### config.mk
export PLATFORM = sky130hd
export DESIGN_NAME = dac_arbiter
export DESIGN_NICKNAME = d
export VERILOG_FILES = /design/src/rtl/dac_pkg.sv /design/src/rtl/rr_pick.sv /design/src/rtl/dac_arbiter.sv
export SDC_FILE = /design/constraint.sdc
export NUM_CORES = 1
export LEC_CHECK = 0
export ABC_AREA = 0
export BUFFER_PORTS_ARGS = -buffer_cell sky130_fd_sc_hd__clkbuf_2
export CAP_MARGIN = 15
export CELL_PAD_IN_SITES_DETAIL_PLACEMENT = 0
export CELL_PAD_IN_SITES_GLOBAL_PLACEMENT = 2
export CORE_ASPECT_RATIO = 1.4
export CORE_MARGIN = 5
export CORE_UTILIZATION = 30
export DETAILED_ROUTE_END_ITERATION = 8
export PLACE_DENSITY_LB_ADDON = 0.1
export SYNTH_ARGS = -nofsm -noshare
export SYNTH_HDL_FRONTEND = slang
export SYNTH_SLANG_ARGS = --single-unit
### constraint.sdc
create_clock -name CLK50MHZ -period 4.4 [get_ports CLK50MHZ]
set_input_delay 0.88 -clock CLK50MHZ [delete_from_list [all_inputs] [get_ports CLK50MHZ]]
set_output_delay 0.88 -clock CLK50MHZ [all_outputs]
set_load 0.02 [all_outputs]
### src/rtl/dac_pkg.sv
// Shared types and constants for the DAC transaction path.
package dac_pkg;

  localparam int unsigned DAC_DATA_W  = 12;
  localparam int unsigned DAC_ADDR_W  = 4;
  localparam int unsigned DAC_CMD_W   = 4;
  localparam int unsigned DAC_RDATA_W = 32;

  localparam logic [DAC_CMD_W-1:0]  DAC_CMD_WR_UPD = 4'b0011;
  localparam logic [DAC_ADDR_W-1:0] DAC_ADDR_ALL   = 4'b1111;

  typedef enum logic [1:0] {
    IDLE,
    TRIG,
    WAIT,
    DONE
  } dac_arb_state_t;

  typedef struct packed {
    logic [DAC_DATA_W-1:0] data;
    logic [DAC_ADDR_W-1:0] addr;
    logic [DAC_CMD_W-1:0]  cmd;
  } dac_xfer_t;

  // Index width for n requesters; never below one bit.
  function automatic int unsigned idx_w(input int unsigned n);
    return (n > 1) ? $clog2(n) : 1;
  endfunction

endpackage

### src/rtl/rr_pick.sv
// Combinational round-robin selector: first set request at or after the pointer.
module rr_pick
  import dac_pkg::*;
#(
  parameter int unsigned NREQ = 4,
  parameter int unsigned IDW  = idx_w(NREQ)
) (
  input  logic [NREQ-1:0] req_i,
  input  logic [IDW-1:0]  pointer_i,
  output logic            valid_o,
  output logic [IDW-1:0]  index_o
);

  int unsigned cand;

  // Walk offsets from the pointer, wrapping modulo NREQ; keep the first hit.
  always_comb begin
    valid_o = 1'b0;
    index_o = '0;
    cand    = 0;
    for (int unsigned k = 0; k < NREQ; k++) begin
      cand = (32'(pointer_i) + k) % NREQ;
      if (!valid_o && req_i[cand[IDW-1:0]]) begin
        valid_o = 1'b1;
        index_o = cand[IDW-1:0];
      end
    end
  end

endmodule

### src/rtl/dac_arbiter.sv
// Round-robin arbiter/sequencer sharing one SPI DAC engine between NREQ requesters.
module dac_arbiter
  import dac_pkg::*;
#(
  parameter int unsigned NREQ    = 4,
  parameter int unsigned TIMEOUT = 4096
) (
  input  logic                       CLK50MHZ,
  input  logic                       RST_N,
  input  logic [NREQ-1:0]            req,
  input  logic [NREQ*DAC_DATA_W-1:0] req_data,
  input  logic [NREQ*DAC_ADDR_W-1:0] req_addr,
  input  logic [NREQ*DAC_CMD_W-1:0]  req_cmd,
  output logic [NREQ-1:0]            ack,
  output logic                       err,
  output logic [DAC_RDATA_W-1:0]     rdata,
  output logic                       busy,
  output logic [idx_w(NREQ)-1:0]     grant_id,
  output logic [DAC_DATA_W-1:0]      data,
  output logic [DAC_ADDR_W-1:0]      address,
  output logic [DAC_CMD_W-1:0]       command,
  output logic                       dactrig,
  input  logic                       dacdone,
  input  logic [DAC_RDATA_W-1:0]     dac_datareceived
);

  localparam int unsigned IDW  = idx_w(NREQ);
  localparam int unsigned CNTW = $clog2(TIMEOUT);
  localparam logic [CNTW-1:0] CNT_MAX = CNTW'(TIMEOUT - 1);
  localparam logic [IDW-1:0]  LAST_ID = IDW'(NREQ - 1);

  dac_arb_state_t         state_q, state_d;
  dac_xfer_t              xfer_q, xfer_d;
  dac_xfer_t              win_c;
  logic [IDW-1:0]         gid_q, gid_d;
  logic [IDW-1:0]         ptr_q, ptr_d;
  logic [CNTW-1:0]        cnt_q, cnt_d;
  logic [DAC_RDATA_W-1:0] rdata_q, rdata_d;
  logic [NREQ-1:0]        ack_q, ack_d;
  logic                   trig_q, trig_d;
  logic                   err_q, err_d;
  logic                   busy_q, busy_d;
  logic                   dacdone_q;
  logic                   done_rise_c;
  logic                   pick_valid_c;
  logic [IDW-1:0]         pick_idx_c;

  rr_pick #(
    .NREQ (NREQ),
    .IDW  (IDW)
  ) u_rr_pick (
    .req_i     (req),
    .pointer_i (ptr_q),
    .valid_o   (pick_valid_c),
    .index_o   (pick_idx_c)
  );

  // Only a fresh rising edge counts; a level left high by an earlier transfer does not.
  assign done_rise_c = dacdone & ~dacdone_q;

  // Payload slice of the candidate winner.
  always_comb begin
    win_c = '0;
    for (int unsigned i = 0; i < NREQ; i++) begin
      if (pick_idx_c == IDW'(i)) begin
        win_c.data = req_data[i*DAC_DATA_W +: DAC_DATA_W];
        win_c.addr = req_addr[i*DAC_ADDR_W +: DAC_ADDR_W];
        win_c.cmd  = req_cmd[i*DAC_CMD_W +: DAC_CMD_W];
      end
    end
  end

  always_comb begin
    state_d = state_q;
    xfer_d  = xfer_q;
    gid_d   = gid_q;
    ptr_d   = ptr_q;
    cnt_d   = cnt_q;
    rdata_d = rdata_q;
    trig_d  = 1'b0;
    ack_d   = '0;
    err_d   = 1'b0;

    unique case (state_q)
      IDLE: begin
        if (pick_valid_c) begin
          state_d = TRIG;
          xfer_d  = win_c;
          gid_d   = pick_idx_c;
          cnt_d   = '0;
          trig_d  = 1'b1;
        end
      end
      TRIG: begin
        state_d = WAIT;
      end
      WAIT: begin
        if (done_rise_c) begin
          state_d = DONE;
          rdata_d = dac_datareceived;
          ack_d   = NREQ'(1) << gid_q;
        end else if (cnt_q == CNT_MAX) begin
          state_d = DONE;
          ack_d   = NREQ'(1) << gid_q;
          err_d   = 1'b1;
        end else begin
          cnt_d = cnt_q + CNTW'(1);
        end
      end
      DONE: begin
        state_d = IDLE;
        ptr_d   = (gid_q == LAST_ID) ? '0 : gid_q + IDW'(1);
      end
    endcase

    busy_d = (state_d != IDLE);
  end

  always_ff @(posedge CLK50MHZ or negedge RST_N) begin
    if (!RST_N) begin
      state_q   <= IDLE;
      xfer_q    <= '0;
      gid_q     <= '0;
      ptr_q     <= '0;
      cnt_q     <= '0;
      rdata_q   <= '0;
      trig_q    <= 1'b0;
      ack_q     <= '0;
      err_q     <= 1'b0;
      busy_q    <= 1'b0;
      dacdone_q <= 1'b0;
    end else begin
      state_q   <= state_d;
      xfer_q    <= xfer_d;
      gid_q     <= gid_d;
      ptr_q     <= ptr_d;
      cnt_q     <= cnt_d;
      rdata_q   <= rdata_d;
      trig_q    <= trig_d;
      ack_q     <= ack_d;
      err_q     <= err_d;
      busy_q    <= busy_d;
      dacdone_q <= dacdone;
    end
  end

  assign ack      = ack_q;
  assign err      = err_q;
  assign rdata    = rdata_q;
  assign busy     = busy_q;
  assign grant_id = gid_q;
  assign data     = xfer_q.data;
  assign address  = xfer_q.addr;
  assign command  = xfer_q.cmd;
  assign dactrig  = trig_q;

endmodule

==> run_results.csv, run 1 <==
group,metric,value,unit
run_status,status,"completed",
setup_path,crit_fanout,30,
die,top_level_ports,180,
sta,slew_headroom,24.4,%
die,coreArea,12800,um2
sta,finalWorstSetupSlack,1.80,ns
sta,max_freq,384,MHz
cells_and_area,area_growth_syn_to_layout,34.6,%
grt,grt.total_usage,16.2,%
clock_network,cts_tree,"yes",
clock_network,cts_buffers,9,
worst_hold_path,min_path_type,"flop to flop",
clock_network,root_buffer,"clkbuf_16",
die,die_w,106,um
cells_and_area,drive_above_1_share,47.4,%
clock_network,post_cts_resized,0,
routing,ant_nets,0,
clock_network,cts_max_level,3,
routing,dr_total_vias,3473,
routing,wirelength,12200,um
die,die_h,145,um
synthesis,ys_seq_area_share,50.0,%
die,initial_core_util,30.5,%
grt,antenna_found_initial,0,
sta,rsz0062_at_grt,"no",
routing,viasPerCell,4.97,
setup_path,crit_family,"simple AND/OR/NAND/NOR gates",
power,ir_drop,0.000275,V
synthesis,synth_compound_area_share,10.9,%
routing,drtIter0Drc,121,
flow_run,maxCapViolations,0,
power,power-per-cell-area,675,nW/um2
place,post-place-ws,1.44,ns
sta,tns,0,ns
place,dpl.hpwl,9120,um
cells_and_area,fin_nets,668,
cells_and_area,fin_util,41.0,%
sta,final.min_clock_period,2.60,ns
synthesis,synth_area,3910,um2
clock_network,insertion_delay,0.33,ns
clock_network,cts_setup_buffers,0,
synthesis,synth_simple_gate_area_share,19.5,%
synthesis,synthArstFlopShare,100,%
setup_path,crit_path_start_kind,"primary input",
synthesis,synth_edf_count,0,
clock_network,postCtsHoldBufs,0,
synthesis,yosysUniqueCellTypes,44,
synthesis,muxShareOfSynthArea,12.4,%
setup_path,crit_path_end_kind,"flop",
place,placed_area,4940,um2
place,place_inst,682,
sta,fin_crit_sh,59.1,%
grt,grt_overflow,0,
clock_network,clock_sinks,78,
synthesis,synth_warnings,0,
setup_path,crit_required,4.61,ns
setup_path,crit_chain,"clkbuf_2, nor4_4, nand2b_1, inv_1, and3_1, nand3_1, nand4_1",
cells_and_area,design_area,5260,um2
sta,hold_viol_final,0,
sta,hold_ws,0.488,ns
setup_path,crit_arrival,2.81,ns
die,die_area,15400,um2
cells_and_area,fin_cells,699,
synthesis,synth_xor_area_share,1.57,%
sta,finalSetupViolCount,0,
place,port_buffers,179,
grt,grt_max_degree,48,
setup_path,cp_slowest_stage_delay,0.55,ns
routing,first_pass_iters,5,
place,place_congestion,0.761,
cells_and_area,antenna_cells,0,
power,p_leak,2.62,nW
power,p_total,3.55,mW
die,num_rows,49,
setup_path,crit_type,"primary input to flop",
grt,grt_pass1_vias,3640,
routing,wire_per_inst,17.5,um
synthesis,ys_ff_latch,78,
synthesis,synth_fa_ha_area_share,2.56,%
synthesis,synth_top_family_by_area,"simple AND/OR/NAND/NOR gates",
setup_path,cpMaxStageDelayCell,"and3_1",
grt,grt_pass1_wl,19500,um
sta,worst_pin_slew,1.13,ns
clock_network,clockBufferDepth,2,
synthesis,synth_nets,491,
clock_network,clk_pin_slew,0.06,ns
synthesis,syn_avg_cell_area,10.7,um2
synthesis,synthCells,364,
sta,final.setup_skew,0.00531,ns
synthesis,ys.flop_type,"dfrtp_1",
sta,slew_violations,0,
setup_path,cp_num_buf_inv,2,
routing,drc,0,
## synthesized netlist by cell type (3+ instances only)
| cell | instances | area (um2) |
|---|---|---|
| nand2_1 | 32 | 120 |
| a21bo_2 | 15 | 150 |
| buf_2 | 5 | 25.0 |
| nor2b_1 | 5 | 31.3 |
| nand3_1 | 54 | 270 |
| nand4_1 | 18 | 113 |
| inv_1 | 9 | 33.8 |
| and3_1 | 3 | 18.8 |
| o21ai_0 | 20 | 100 |
| mux2_2 | 34 | 383 |
| clkbuf_1 | 11 | 41.3 |
| a21oi_1 | 4 | 20.0 |
| nand2b_1 | 4 | 25.0 |
| o221ai_1 | 5 | 43.8 |
| dfrtp_1 | 78 | 1950 |
| nor2_1 | 14 | 52.6 |
| mux2i_1 | 10 | 100 |
| xor2_1 | 7 | 61.3 |
| ha_1 | 8 | 100 |
## worst min-delay path, delay by kind of cell, from the launching register on
kind,cells,cell delay (ns)
flip-flops,1,0.34
AO/OA/AOI/OAI,1,0.06
AND/OR/NAND/NOR,1,0.05
## layer usage
| layer | GRT usage (%) | up-vias | routed length [um] |
|---|---|---|---|
| met5 | 0 | - | 0 |
| met3 | 4.18 | 15 | 811 |
| li1 | - | 1662 | - |
| met1 | 18.6 | 1659 | 4640 |
| met2 | 28.6 | 137 | 6500 |
| met4 | 6.14 | 0 | 264 |
## kinds of logic after synthesis
| logic type | after synthesis |
|---|---|
| flops | 78 |
| buf+inv | 28 |
| mux | 44 |
| compound gates | 56 |
| simple gates | 143 |
| fa+ha+maj | 8 |
| xor+xnor | 7 |
## path summary, 6_finish.rpt
path / startpoint / to / slack [ns] / cells after the start
hold / removal: data[7] / data[7] / 0.49 / 2
min in group asynchronous: RST_N / cnt_q[4] / 0.57 / 1
setup / recovery: req[2] / address[3] / 1.80 / 7
setup reg to reg: state_q[0] / address[3] / 1.90 / 7
max in group asynchronous: RST_N / rdata[10] / 2.96 / 2
hold reg to reg: data[7] / data[7] / 0.49 / 2
## sequential cells by signal, summed over array words and instances (netlist names)
register and count:
address 4, data 12, cnt_q 12, state_q 2, grant_id 2, busy 1
ack 4, dactrig 1, dacdone_q 1, rdata 32, ptr_q 2, command 4
err 1
## cells in the final DEF (no fill, tap or decap), types with 2 or more instances in the layout
cell         n
inv_6        2
or4_1        2
nand3_1     54
mux2_2      34
xor2_1       7
clkbuf_16    9
a21bo_2     15
nand4_1     18
buf_4        7
clkbuf_2   178
nor2b_1      5
mux2i_1     10
nand2b_1     4
ha_1         8
a21boi_0     2
dfrtp_1     78
a211oi_1     2
o21ai_0     20
inv_1        9
nor2_1      14
and3_1       3
a21oi_1      4
o221ai_1     5
nand2_1     32
## power breakdown
part	switching [mW]	total, mW	internal, mW	leakage (nW)
Clock	0.322	0.770	0.448	0.148
Sequential	0.164	1.17	1.01	0.973
Combinational	0.990	1.61	0.616	1.50
Total	1.48	3.55	2.07	2.62
## final cells by class
cell class | instances | area [um2]
Fill cell | 1323 | 7560
Inverter | 9 | 33.8
Timing Repair Buffer | 185 | 943
Clock buffer | 9 | 225
Multi-Input combinational cell | 258 | 1830
Clock inverter | 7 | 80.1
Tap cell | 153 | 191
Sequential cell | 78 | 1950
(Power assumes the default switching activity.)
==> run 2: changes to the inputs <==
--- a/config.mk
+++ b/config.mk
@@ -12,7 +12,7 @@
 export CELL_PAD_IN_SITES_GLOBAL_PLACEMENT = 2
 export CORE_ASPECT_RATIO = 1.4
 export CORE_MARGIN = 5
-export CORE_UTILIZATION = 30
+export CORE_UTILIZATION = 28
 export DETAILED_ROUTE_END_ITERATION = 8
 export PLACE_DENSITY_LB_ADDON = 0.1
 export SYNTH_ARGS = -nofsm -noshare
==> constraint.sdc (replaced) <==
create_clock -name CLK50MHZ -period 2.65 [get_ports CLK50MHZ]
set_input_delay 0.53 -clock CLK50MHZ [delete_from_list [all_inputs] [get_ports CLK50MHZ]]
set_output_delay 0.53 -clock CLK50MHZ [all_outputs]
set_load 0.02 [all_outputs]
==> run 2 against run 1 <==
  * Core utilization is 2.2 points lower
  * Largest power group unchanged
  * Global-route usage is 0.61 points lower
  * Sequential power is 67% higher
  * Power is 66% higher
  * Sequential cell count stayed put
  * Sequential share of layout area is 0.69 points lower
  * Non-clock buffer count is 10 higher
  * Final area is 1.9% higher
  * Largest cell class unchanged
  * Critical path depth stayed put
==> run_results.csv, run 2 (same netlist as run 1, synthesis figures left out) <==
group,metric,value,unit
sta,final.min_clock_period,2.25,ns
routing,wirelength,12500,um
power,clkPwrFrac,20.3,%
worst_hold_path,min_path_type,"primary input to async pin",
cells_and_area,nFillCells,1454,
place,post-place-ws,0.317,ns
setup_path,r2r-start,"state_q[0]",
flow_run,maxCapViolations,0,
routing,first_pass_iters,4,
grt,grt_max_degree,45,
sta,finalWorstSetupSlack,0.396,ns
setup_path,crit_fanout,8,
power,p_seq_share,33.0,%
power,power-per-cell-area,1100,nW/um2
sta,max_freq,444,MHz
clock_network,clock_sinks,78,
power,p_total,5.90,mW
routing,ant_nets,0,
cells_and_area,seq_area,1950,um2
die,coreArea,13800,um2
power,p_sw_share,42.1,%
clock_network,cts_setup_buffers,0,
sta,final.setup_skew,0.00680,ns
die,num_rows,51,
die,die_w,110,um
cells_and_area,design_area,5360,um2
routing,viasPerCell,4.77,
setup_path,crit_path_end_kind,"flop",
sta,slew_headroom,56.8,%
grt,grt_overflow,0,
die,die_h,150,um
die,die_area,16400,um2
clock_network,cts_buffers,9,
clock_network,postCtsHoldBufs,0,
setup_path,crit_path_start_kind,"flop",
place,place_congestion,0.821,
cells_and_area,fin_nets,678,
clock_network,insertion_delay,0.34,ns
clock_network,root_buffer,"clkbuf_16",
place,dpl.hpwl,9590,um
power,p_leak,2.65,nW
setup_path,cpMaxStageDelayCell,"a211oi_4",
routing,drc,0,
sta,tns,0,ns
die,initial_core_util,28.3,%
sta,hold_viol_final,0,
setup_path,crit_type,"flop to flop",
cells_and_area,layout_common_cells,"clkbuf_2 (178), dfrtp_1 (78), nand3_1 (54)",
setup_path,cp_slowest_stage_delay,0.47,ns
cells_and_area,largest_reg_flops,32,
routing,drtIter0Drc,158,
clock_network,cts_tree,"yes",
sta,rsz0062_at_grt,"no",
sta,finalSetupViolCount,0,
grt,grt_pass1_vias,3817,
setup_path,crit_required,2.91,ns
clock_network,cts_max_level,3,
cells_and_area,antenna_cells,0,
clock_network,clockBufferDepth,2,
power,combPwrFrac,46.6,%
grt,grt_pass1_wl,19900,um
cells_and_area,layout_commonest_cell,"clkbuf_2",
place,placed_area,5070,um2
power,ir_drop,0.000322,V
setup_path,crit_arrival,2.51,ns
sta,worst_pin_slew,0.646,ns
grt,grt.total_usage,15.6,%
cells_and_area,drive_above_1_share,48.4,%
clock_network,clk_pin_slew,0.07,ns
routing,wire_per_inst,16.9,um
grt,antenna_found_initial,0,
cells_and_area,area_growth_syn_to_layout,37.2,%
setup_path,crit_chain,"inv_1, ha_1, nor2_1, a211oi_4, nand3_4, or4_1, a21oi_1",
power,p_int,3.42,mW
power,switchingPower,2.48,mW
die,top_level_ports,180,
sta,fin_crit_sh,85.0,%
clock_network,post_cts_resized,0,
routing,dr_total_vias,3534,
place,port_buffers,179,
sta,slew_violations,0,
setup_path,cp-startpoint,"state_q[0]",
cells_and_area,multi_input_area,1830,um2
run_status,status,"completed",
## run 2: changes by cell type in the layout (fill, tap and decap cells not counted)
cell and change:
buf_6 +1, inv_6 +2, clkinvlp_4 +1, clkinv_4 -1, bufinv_16 -1, clkinv_2 -1, buf_4 +9
## run 2: path summary, 6_finish.rpt
kind	endpoint	slack, ns	cells past startpoint
min reg2reg	data[9]	0.49	2
max in group asynchronous	data[6]	1.79	2
max reg2reg	cnt_q[11]	0.40	7
max	cnt_q[11]	0.40	7
min in group CLK50MHZ	dacdone_q	0.35	1
min	cnt_q[11]	0.19	1
## run 2: layer usage
metal	wire length [um]	part of all wire [%]	vias up	global-route usage, %
met5	0	0	-	0
met2	6600	53	132	26.9
met3	836	6.7	19	4.23
li1	-	-	1684	-
met4	261	2.1	0	5.93
met1	4830	39	1699	18.1
## run 2: power groups by stage
stage                     Sequential, mW  Clock, mW  Combinational [mW]
after floorplan                     2.46          0                1.26
after global placement              1.97          0                2.77
after detailed placement            1.98          0                2.81
after CTS                           1.96       1.25                2.82
after global routing                2.01       1.30                3.02
final                               1.95       1.20                2.75
## run 2: worst max-delay path: cells and delay by family (launching register included)
family                     cells  cell delay, ns
DFF                            1            0.38
buffers and inverters          1            0.10
and+or+nand+nor                3            0.74
adders and majority gates      1            0.31
AOI/OAI and AO/OA              2            0.64
## run 2: final cells by class
class                      count  area share (%)
clock buffer                   9            4.20
clock inverter                 7            1.14
inverter                       9           0.631
multi-input combinational    258            34.2
sequential                    78            36.4
tap                          185            4.32
timing repair buffer         195            19.1
## run 2: per-stage QoR
| step | hold WS, ns | util [%] | std cells |
|---|---|---|---|
| 5_1_grt | 0.236 | 38.9 | 741 |
| 2_1_floorplan | 0.234 | - | 364 |
| 6_report | 0.188 | 38.9 | 741 |
| 3_3_place_gp | 0.478 | 36.7 | 724 |
| 3_5_place_dp | 0.479 | 36.8 | 725 |
| 4_1_cts | 0.209 | 38.9 | 741 |
==> run 3: changes to the inputs <==
--- a/config.mk
+++ b/config.mk
@@ -12,9 +12,10 @@
 export CELL_PAD_IN_SITES_GLOBAL_PLACEMENT = 2
 export CORE_ASPECT_RATIO = 1.4
 export CORE_MARGIN = 5
-export CORE_UTILIZATION = 28
+export CORE_UTILIZATION = 27
 export DETAILED_ROUTE_END_ITERATION = 8
 export PLACE_DENSITY_LB_ADDON = 0.1
 export SYNTH_ARGS = -nofsm -noshare
 export SYNTH_HDL_FRONTEND = slang
+export SYNTH_HIERARCHICAL = 1
 export SYNTH_SLANG_ARGS = --single-unit
==> run 3 against run 2 <==
  * Critical path depth shrank 1
  * Setup slack improved by 0.11 ns
  * Register-to-register slack gained 0.11 ns
  * Die area increased by 0.63%
  * Area after synthesis shrank 2.9%
  * Clock skew increased by 0.0030 ns
  * First-iteration DRC count down 51%
  * Largest cell class unchanged
  * Highest routed layer unchanged
==> run_results.csv, run 3 <==
group,metric,value,unit
run_status,status,"completed",
cells_and_area,layout_common_cells,"clkbuf_2 (178), nand2_1 (107), dfrtp_1 (78)",
die,die_h,150,um
power,clkPwrFrac,22.8,%
clock_network,clk_pin_slew,0.06,ns
sta,final.setup_skew,0.00981,ns
power,ir_drop,0.000401,V
sta,rsz0062_at_grt,"no",
synthesis,synth_simple_gate_area_share,16.4,%
cells_and_area,drive_above_1_share,48.2,%
synthesis,synth_warnings,6,
synthesis,ys_top_cells_by_area,"dfrtp_1 (51%), mux4_2 (12%), nand2_1 (11%), mux2_2 (6.5%), ha_1 (2.6%)",
cells_and_area,design_area,5290,um2
clock_network,cts_buffers,9,
cells_and_area,layout_commonest_cell,"clkbuf_2",
synthesis,ys.flop_type,"dfrtp_1",
sta,worst_pin_slew,0.555,ns
grt,grt.total_usage,13.7,%
grt,grt_max_degree,41,
sta,max_freq,465,MHz
setup_path,crit_required,2.87,ns
routing,dr_total_vias,3235,
die,top_level_ports,180,
sta,tns,0,ns
die,die_area,16600,um2
synthesis,synth_top_family_by_area,"multiplexers",
die,initial_core_util,27.4,%
power,combPwrFrac,45.0,%
synthesis,synth_fa_ha_area_share,2.64,%
cells_and_area,antenna_cells,0,
clock_network,clock_sinks,78,
sta,fin_crit_sh,81.1,%
place,dpl.hpwl,8520,um
sta,hold_viol_final,0,
die,coreArea,13800,um2
clock_network,cts_tree,"yes",
setup_path,crit_path_end_kind,"flop",
clock_network,cts_setup_buffers,0,
synthesis,synth_xor_area_share,0,%
sta,final.min_clock_period,2.15,ns
grt,grt_overflow,0,
die,num_rows,51,
synthesis,synth_nets,469,
clock_network,insertion_delay,0.34,ns
place,placed_area,4960,um2
synthesis,ys_seq_area_share,51.5,%
worst_hold_path,min_path_type,"primary input to async pin",
clock_network,clockBufferDepth,2,
synthesis,yosysMostFrequentCell,"nand2_1",
routing,drtIter0Drc,78,
flow_run,maxCapViolations,0,
power,switchingPower,2.36,mW
synthesis,synth_top_area_share,51.5,%
synthesis,ys_top_cells_by_count,"nand2_1 (107), dfrtp_1 (78), mux2_2 (22)",
synthesis,synth_area,3790,um2
routing,wire_per_inst,15.5,um
clock_network,root_buffer,"clkbuf_16",
routing,drc,0,
synthesis,synth_edf_count,0,
synthesis,yosysUniqueCellTypes,43,
clock_network,postCtsHoldBufs,0,
synthesis,synth_compound_area_share,7.62,%
cells_and_area,area_growth_syn_to_layout,39.5,%
routing,first_pass_iters,4,
setup_path,crit_path_start_kind,"flop",
grt,antenna_found_initial,0,
synthesis,synthCells,342,
setup_path,crit_type,"flop to flop",
synthesis,ys_ff_latch,78,
setup_path,crit_fanout,20,
sta,slew_headroom,63.0,%
grt,grt_pass1_vias,3580,
setup_path,crit_arrival,2.36,ns
synthesis,muxShareOfSynthArea,18.7,%
synthesis,synthArstFlopShare,100,%
sta,slew_violations,0,
synthesis,syn_avg_cell_area,11.1,um2
die,die_w,110,um
cells_and_area,fin_nets,651,
synthesis,synth_top_area_cell,"dfrtp_1",
setup_path,r2r_slack,0.50,ns
clock_network,post_cts_resized,0,
power,p_sw_share,39.2,%
grt,grt_pass1_wl,17500,um
sta,finalSetupViolCount,0,
cells_and_area,largest_reg_flops,32,
power,power-per-cell-area,1140,nW/um2
place,port_buffers,179,
clock_network,cts_max_level,3,
power,p_leak,2.73,nW
routing,viasPerCell,4.53,
routing,wirelength,11100,um
routing,ant_nets,0,
power,p_seq_share,32.3,%
power,p_int,3.66,mW
place,place_congestion,0.739,
## run 3: cell count changes after synthesis, sizes merged, moves of 7 or more
cell,delta
nand2,+75
nand3,-51
mux4,+20
nand4,-17
a21bo,-15
mux2,-12
o21ai,-10
mux2i,-9
nor2,-8
o31ai,+7
xor2,-7
## run 3: worst paths after layout
kind | from | endpoint | depth (start not counted)
min in group CLK50MHZ | dacdone | dacdone_q | 1
max in group asynchronous | RST_N | rdata[29] | 2
hold reg to reg | rdata[11] | rdata[11] | 2
setup reg to reg | ptr_q[0] | data[0] | 6
hold / removal | RST_N | cnt_q[3] | 1
setup / recovery | ptr_q[0] | data[0] | 6
## run 3: through the flow
stage	utilization, %	instances	setup WS, ns	power (mW)	hold WS (ns)
detailed placement	35.8	698	0.212	4.73	0.462
global route	38.2	714	0.326	6.44	0.240
floorplan	-	342	0.295	3.74	0.234
CTS	38.2	714	0.476	6.14	0.209
finish	38.2	714	0.502	6.01	0.192
global placement	35.8	698	0.264	4.70	0.458
## run 3: cells by family (layout without fill, tap and decap cells)
logic type / count (synthesis) / after routing
buffers and inverters: 30 / 217
DFF: 78 / 78
muxes: 43 / 43
AOI/OAI and AO/OA: 43 / 43
adders and majority gates: 8 / 8
and+or+nand+nor: 140 / 140
## run 3: final cells by class
| cell class | instances | area [um2] |
|---|---|---|
| Fill cell | 1446 | 8560 |
| Sequential cell | 78 | 1950 |
| Multi-Input combinational cell | 234 | 1730 |
| Timing Repair Buffer | 189 | 998 |
| Tap cell | 185 | 231 |
| Clock buffer | 9 | 225 |
| Clock inverter | 7 | 104 |
| Inverter | 12 | 45.0 |
## run 3: routing by layer
metal	global-route usage (%)	part of all wire, %	vias up
met5	0	0	-
met4	4.25	1.3	0
met3	5.23	9.6	7
met2	24.0	50	132
met1	15.3	39	1541
li1	-	-	1555
## run 3: power groups by stage
stage	registers, mW	clock network, mW	logic (mW)
after detailed placement	1.96	0	2.77
after global routing	2.00	1.47	2.97
after CTS	1.95	1.42	2.77
final	1.94	1.37	2.70
after global placement	1.95	0	2.75
after floorplan	2.45	0	1.29
## run 3: critical path, cell delays in order, from the launching register on
cell and delay (ns):
dfrtp_1 0.40, inv_2 0.05, a221o_1 0.36, a21oi_4 0.20, buf_12 0.22, mux4_2 0.52
mux2_2 0.28
